--- config.mk ---
export PLATFORM = sky130hd
export DESIGN_NAME = key_matrix_scan
export DESIGN_NICKNAME = d
export VERILOG_FILES = /design/src/rtl/key_matrix_scan.sv
export SDC_FILE = /design/constraint.sdc
export NUM_CORES = 1
export LEC_CHECK = 0
export CORE_UTILIZATION = 50
export DETAILED_ROUTE_END_ITERATION = 8
export PLACE_DENSITY = 0.67
export SYNTH_ARGS = -nofsm -noshare
export SYNTH_HDL_FRONTEND = slang
export SYNTH_SLANG_ARGS = --single-unit
--- constraint.sdc ---
create_clock -name clk -period 4 [get_ports clk]
set_input_delay 0.6 -clock clk [delete_from_list [all_inputs] [get_ports clk]]
set_output_delay 0.6 -clock clk [all_outputs]
set_load 0.01 [all_outputs]
--- src/rtl/key_matrix_scan.sv ---
// 4x4 keypad scanner: walks an active-low column strobe, samples rows once per column dwell,
// debounces whole frames and reports single-key press/release events.
module key_matrix_scan #(
  parameter int SCAN_DIV  = 50000,
  parameter int DEB_SCANS = 4
) (
  input  logic       clk,
  input  logic       rst,
  input  logic [3:0] row_in,
  output logic [3:0] col_out,
  output logic [3:0] key_code,
  output logic       key_valid,
  output logic       key_release,
  output logic       key_down
);

  localparam int DW = $clog2(SCAN_DIV);
  localparam int CW = $clog2(DEB_SCANS);
  localparam logic [DW-1:0] DIV_LAST = DW'(SCAN_DIV - 1);
  localparam logic [CW-1:0] CNT_LAST = CW'(DEB_SCANS - 1);

  localparam logic [1:0] S_IDLE  = 2'd0;
  localparam logic [1:0] S_HELD  = 2'd1;
  localparam logic [1:0] S_BLOCK = 2'd2;

  logic [DW-1:0] div_cnt;
  logic [1:0]    col;
  logic [15:0]   snap;
  logic [15:0]   snap_next;
  logic [15:0]   prev;
  logic [15:0]   deb;
  logic [CW-1:0] stab_cnt;
  logic [CW-1:0] cnt_next;
  logic [1:0]    state;
  logic          frame_done;
  logic          sample;
  logic          frame_end;
  logic          one_hot;
  logic [3:0]    key_idx;
  logic [15:0]   held_mask;

  assign sample    = (div_cnt == DIV_LAST);
  assign frame_end = sample && (col == 2'd3);
  assign col_out   = ~(4'b0001 << col);

  // The frame-end comparison must see the column-3 rows being captured this very cycle.
  always_comb begin
    snap_next = snap;
    if (sample) begin
      for (int r = 0; r < 4; r++) begin
        snap_next[4*r + int'(col)] = ~row_in[r];
      end
    end
  end

  always_comb begin
    cnt_next = '0;
    if (snap_next == prev) begin
      cnt_next = (stab_cnt == CNT_LAST) ? CNT_LAST : stab_cnt + 1'b1;
    end
  end

  always_ff @(posedge clk or posedge rst) begin
    if (rst) begin
      div_cnt    <= '0;
      col        <= 2'd0;
      snap       <= '0;
      prev       <= '0;
      deb        <= '0;
      stab_cnt   <= '0;
      frame_done <= 1'b0;
    end else begin
      div_cnt    <= sample ? '0 : div_cnt + 1'b1;
      snap       <= snap_next;
      frame_done <= frame_end;
      if (sample) begin
        col <= col + 2'd1;
      end
      if (frame_end) begin
        prev     <= snap_next;
        stab_cnt <= cnt_next;
        if (cnt_next == CNT_LAST) begin
          deb <= snap_next;
        end
      end
    end
  end

  assign one_hot   = (deb != 16'h0) && ((deb & (deb - 16'h1)) == 16'h0);
  assign held_mask = 16'h0001 << key_code;

  always_comb begin
    key_idx = '0;
    for (int i = 15; i >= 0; i--) begin
      if (deb[i]) begin
        key_idx = 4'(i);
      end
    end
  end

  // Events are decided one cycle after the frame end, from the freshly debounced frame.
  always_ff @(posedge clk or posedge rst) begin
    if (rst) begin
      state       <= S_IDLE;
      key_code    <= 4'd0;
      key_valid   <= 1'b0;
      key_release <= 1'b0;
      key_down    <= 1'b0;
    end else begin
      key_valid   <= 1'b0;
      key_release <= 1'b0;
      if (frame_done) begin
        case (state)
          S_IDLE: begin
            if (one_hot) begin
              key_code  <= key_idx;
              key_valid <= 1'b1;
              key_down  <= 1'b1;
              state     <= S_HELD;
            end else if (deb != 16'h0) begin
              state <= S_BLOCK;
            end
          end
          S_HELD: begin
            if (deb == 16'h0) begin
              key_release <= 1'b1;
              key_down    <= 1'b0;
              state       <= S_IDLE;
            end else if (deb != held_mask) begin
              key_down <= 1'b0;
              state    <= S_BLOCK;
            end
          end
          S_BLOCK: begin
            if (deb == 16'h0) begin
              state <= S_IDLE;
            end
          end
          default: state <= S_IDLE;
        endcase
      end
    end
  end

endmodule

Word level (Yosys, flattened, before mapping) --
Index checks and enable logic that the tools add are counted.
Word-level totals: flip-flop bits (word level) 78, input bits 6, output and inout port bits 11, word-level logic and storage cells 110
Operators by class: reductions and logical operators 15, equal/unequal tests 12, multiplexer cells 48, bitwise operators 6, shift-type cells 2, add/subtract/negate cells 7, order comparisons 8
Operators by type and width (number):
- 16-bit bitwise mux | 4
- 4-bit two-way mux | 16
- 16-bit logical NOT | 2
- 16-bit two-way mux | 2
- 16-bit by 1-bit adder with 16-bit output (second input constant) | 1
- 16-bit AND | 1
- 16-bit equality test | 1
- 16-bit equality test (second input constant) | 1
- 16-bit inequality test | 1
- 16-bit nonzero test | 1
- 1-bit by 4-bit << shifter with 16-bit output (first input constant) | 1
- 16-bit by 1-bit subtractor with 16-bit output (second input constant) | 1
- 2-bit two-way mux | 7
- 1-bit two-way mux | 13
- 1-bit demux with 4-bit select | 3
- 4-bit by 2-bit adder with 5-bit output (first input constant) | 2
- 5-bit by 1-bit greater-or-equal comparator with 1-bit output (second input constant) | 2
- 5-bit less-than comparator (second input constant) | 2
- 2-bit equality test (second input constant) | 4
- 4-bit AND reduction | 2
- 1-bit logical AND | 6
- 3-bit inequality test (second input constant) | 2
- 2-bit case mux with 3 select lines | 1
- 2-bit by 5-bit less-than comparator with 1-bit output (second input constant) | 1
- 16 further kinds | 21

Logic depth before layout (Yosys ltp) --
depth in word-level cells 16, gate-level depth with buffers 11, gate-level depth less buffers 9

Worst setup path after synthesis --
Ideal clock, no wire load.
kind register to register, start point reg div_cnt[4], end point reg deb[0], cell stages (with the launch flop) 10, library setup time 125 ps, arrival 2938 ps, setup slack 937 ps, path buffers 2, clock period less this slack 3063 ps, data required time 3875 ps, cell sequence dfrtp_1 -> or4b_1 -> buf_6 -> nor4_4 -> mux2_2 -> nor4_1 -> and3_1 -> nand3_4 -> buf_6 -> mux2_4
Between the ends: word-level cells in the longest chain between the ends 6, elaborated cells between the ends (all ways) 7, those cells by class 3 x eq/ne; 2 x mux; 2 x reduce/logical
RTL lines:
- start, declared | line 26 | logic [DW-1:0] div_cnt;
- start signal, assigned | line 73 | div_cnt <= sample ? '0 : div_cnt + 1'b1;
- 16-bit equality test (*) | line 42 | assign sample = (div_cnt == DIV_LAST);
- 16-bit two-way mux | line 49 | if (sample) begin
- 16-bit equality test | line 58 | if (snap_next == prev) begin
- 2-bit two-way mux | line 58
- 2-bit equality test | line 82 | if (cnt_next == CNT_LAST) begin
- 2-bit AND reduction (no source line)
- end signal, assigned | line 83 | deb <= snap_next;
- end, declared | line 31 | logic [15:0] deb;
Every way passes the cells marked *; elsewhere a longest branch is shown, timed or not. A chain may end at the register's enable or synchronous reset.

Final worst setup path --
Same ends and word-level chain as after synthesis.

==> reports/qor.csv <==
metric,value,unit
Ports,17,
"FFs w/ async S/R, synth",1.000,
row cnt,34,
share of layout cells above drive strength 1,0.1188,
gpl congestion,0.8993,
clk buf depth,2,
DRT Pass-1 Iters,4,
CTS tree,built,
Leak Pwr,2.273,nW
Post-CTS Setup Inserts,0,
largest net degree at the start of global routing,62,
"Seq/Total Area, Yosys",0.4325,
crit end category,flop,
port bufs,16,
Critical R2R Launch,div_cnt[4]$_DFF_PP0_,
RSZ-0062 raised after global routing,no,
Peak Freq,290.7,MHz
H-tree levels,3,
"Top FF cell, synth",dfrtp_1,
core area,8721,µm²
Fill cells,777,
"Cell Area, Synth",4513,µm²
Slew headroom,0.3178,
most frequent cells in the layout,"dfrtp_1, nand2_1, nor2_1, o21ai_0, inv_1",
Period minus WS final,3.440,ns
Final nets,486,
syn_area_per_cell,9.521,µm²
Initial Util,0.5175,
max cap viols,0,
Critical-path top delay cell,or4b_1,
Die Y-Extent,97.01,µm
Tcrit/Tclk final,0.8600,
Finish-stage setup viols,0,
Util after Layout,0.5617,
WP data required,4.23,ns
Power Dens Cells,288.0,nW/µm²
"Data arrival, critical path",3.67,ns
cells after synthesis,474,
DR vias/cell,5.905,
Post-synth EDFFs,0,
"most common cell after layout, fill and taps aside",dfrtp_1,
"antenna viol nets, final",0,
Worst Path Max Fanout,16,
clock-pin slew on the worst setup and hold paths,0.08,ns
initial antenna violation count,0,
crit-path cells,"or4b_1, nor4_4, mux2_2, nor4_1, and3_1, nand3_4, mux2_4",
"Slew Viols, Final",0,
diode count,0,
DIE WIDTH,97.01,µm
Worst-Skew Late Latency,0.35,ns
hpwl dp,6949,µm
Synth Register Bits,78,
synth unique cells,56,
Critical Path Source Type,flop,
clock sink count,78,
Post-Route Skew,0.01185,ns
Fin. Hold Viols,0,
Hold Crit Start,div_cnt[0]$_DFF_PP0_,
syn_nets,485,
vias in the first global route,3309,
DIE AREA,9410,µm²
first-pass GRT wire length,16380,µm
Crit Path Class,flop to flop,
status,finished clean,
"slowest stage delay, CP",0.71,ns
TritonCTS Buffers,9,
HP Class,flop to flop,
Post-Route WL,9723,µm
Layout area overhead,8.539,%
Clock Tree Root,clkbuf_8,
worst slack at placement,0.6112,ns
start point of the critical path,div_cnt[4]$_DFF_PP0_,
GRT overflow,0,
Least-Margin Pin Slew,1.023,ns
CTS Hold Bufs,0,
post_cts resized,0,
Residual DRC,0,
gr usage total,0.2175,
Sum Neg Setup Slack,0,ns
Yosys warning total,0,
total number of vias,3472,
starting DRC count in detailed routing,140,
Routed WL per cell,16.54,µm
final worst setup slack,0.5599,ns
worst vdd ir,0.2276,mV
## routing by layer
metal	GRT usage	wire, µm	up-vias
met3	0.04480	362	15
li1	-	-	1679
met4	0.06774	152	0
met5	0	0	-
met2	0.3413	4556	86
met1	0.3026	4652	1692
## stage by stage
stage	hold slack, ns	std cells	area, µm²	power, mW
6_report	0.4610	588	4898	1.411
5_1_grt	0.4804	588	4898	1.467
4_1_cts	0.4600	588	4898	1.433
3_5_place_dp	0.4479	572	4703	0.8369
3_3_place_gp	0.4416	572	4703	0.8365
2_1_floorplan	0.4251	474	4513	0.8242
## synthesized netlist by cell type, types with 3 or more instances
| library cell | instances | area, µm² |
|---|---|---|
| dfrtp_1 | 78 | 1952 |
| nand2_1 | 55 | 206.5 |
| nor2_1 | 35 | 131.4 |
| o21ai_0 | 34 | 170.2 |
| clkbuf_1 | 25 | 93.84 |
| inv_1 | 25 | 93.84 |
| mux2_2 | 17 | 191.4 |
| xor2_1 | 17 | 148.9 |
| a21oi_1 | 15 | 75.07 |
| mux2i_1 | 14 | 140.1 |
| nand3_1 | 12 | 60.06 |
| nor3_1 | 12 | 60.06 |
| xnor2_1 | 12 | 105.1 |
| mux2_4 | 11 | 165.2 |
| and3_1 | 9 | 56.30 |
| nor2b_1 | 9 | 56.30 |
| nor4_1 | 9 | 56.30 |
| a22oi_1 | 7 | 52.55 |
| nand2b_1 | 7 | 43.79 |
| nand4_1 | 6 | 37.54 |
| o22ai_1 | 6 | 37.54 |
| ha_1 | 5 | 62.56 |
| a211oi_1 | 3 | 22.52 |
| a311o_1 | 3 | 30.03 |
| a31oi_1 | 3 | 18.77 |
| buf_6 | 3 | 33.78 |
| nor4_4 | 3 | 63.81 |
| o221ai_1 | 3 | 26.28 |
| o31ai_1 | 3 | 22.52 |
## path summary, 6_finish.rpt
| kind | end | slack (ns) | cells after the start |
|---|---|---|---|
| max | deb[0]$_DFFE_PP0P_ | 0.56 | 7 |
| min | div_cnt[0]$_DFF_PP0_ | 0.46 | 1 |
| max reg2reg | deb[0]$_DFFE_PP0P_ | 0.56 | 7 |
| min reg2reg | div_cnt[0]$_DFF_PP0_ | 0.46 | 1 |
| max in group asynchronous | div_cnt[5]$_DFF_PP0_ | 2.41 | 3 |
| min in group asynchronous | deb[2]$_DFFE_PP0P_ | 0.77 | 2 |
## kinds of logic (layout without fill, tap and decap cells)
family          Yosys count  in the layout  share of synthesized area
compound gates           93             93                     0.1320
flops                    78             78                     0.4325
simple gates            170            170                     0.1999
fa+ha+maj                 6              6                    0.01608
xor+xnor                 29             29                    0.05628
buf+inv                  56             62                    0.05323
mux                      42             42                     0.1101
## worst max-delay path: cells and delay by family (launching register included)
kind | cells | cell delay [ns]
mux | 2 | 0.77
flops | 1 | 0.43
simple gates | 5 | 2.13
## layout make-up
cell class,instances,area [µm²],area share
Multi-Input combinational cell,340,2327,0.4751
Inverter,26,98.84,0.02018
Clock inverter,6,67.56,0.01379
Sequential cell,78,1952,0.3985
Tap cell,108,135.1,0.02759
Timing Repair Buffer,20,190.2,0.03882
Clock buffer,10,127.6,0.02605
## registers in the layout, indices dropped and copies added, names as in the netlist, 2 cells and up
register	flops
div_cnt	16
snap	16
stab_cnt	2
prev	16
state	2
deb	16
key_code	4
col	2
## power breakdown
part           switching (mW)  internal, mW  total (mW)
clock                   0.299         0.292       0.591
sequential                  0         0.788       0.788
combinational          0.0237       0.00808      0.0318
No activity file was read; power rests on OpenSTA's default activity.
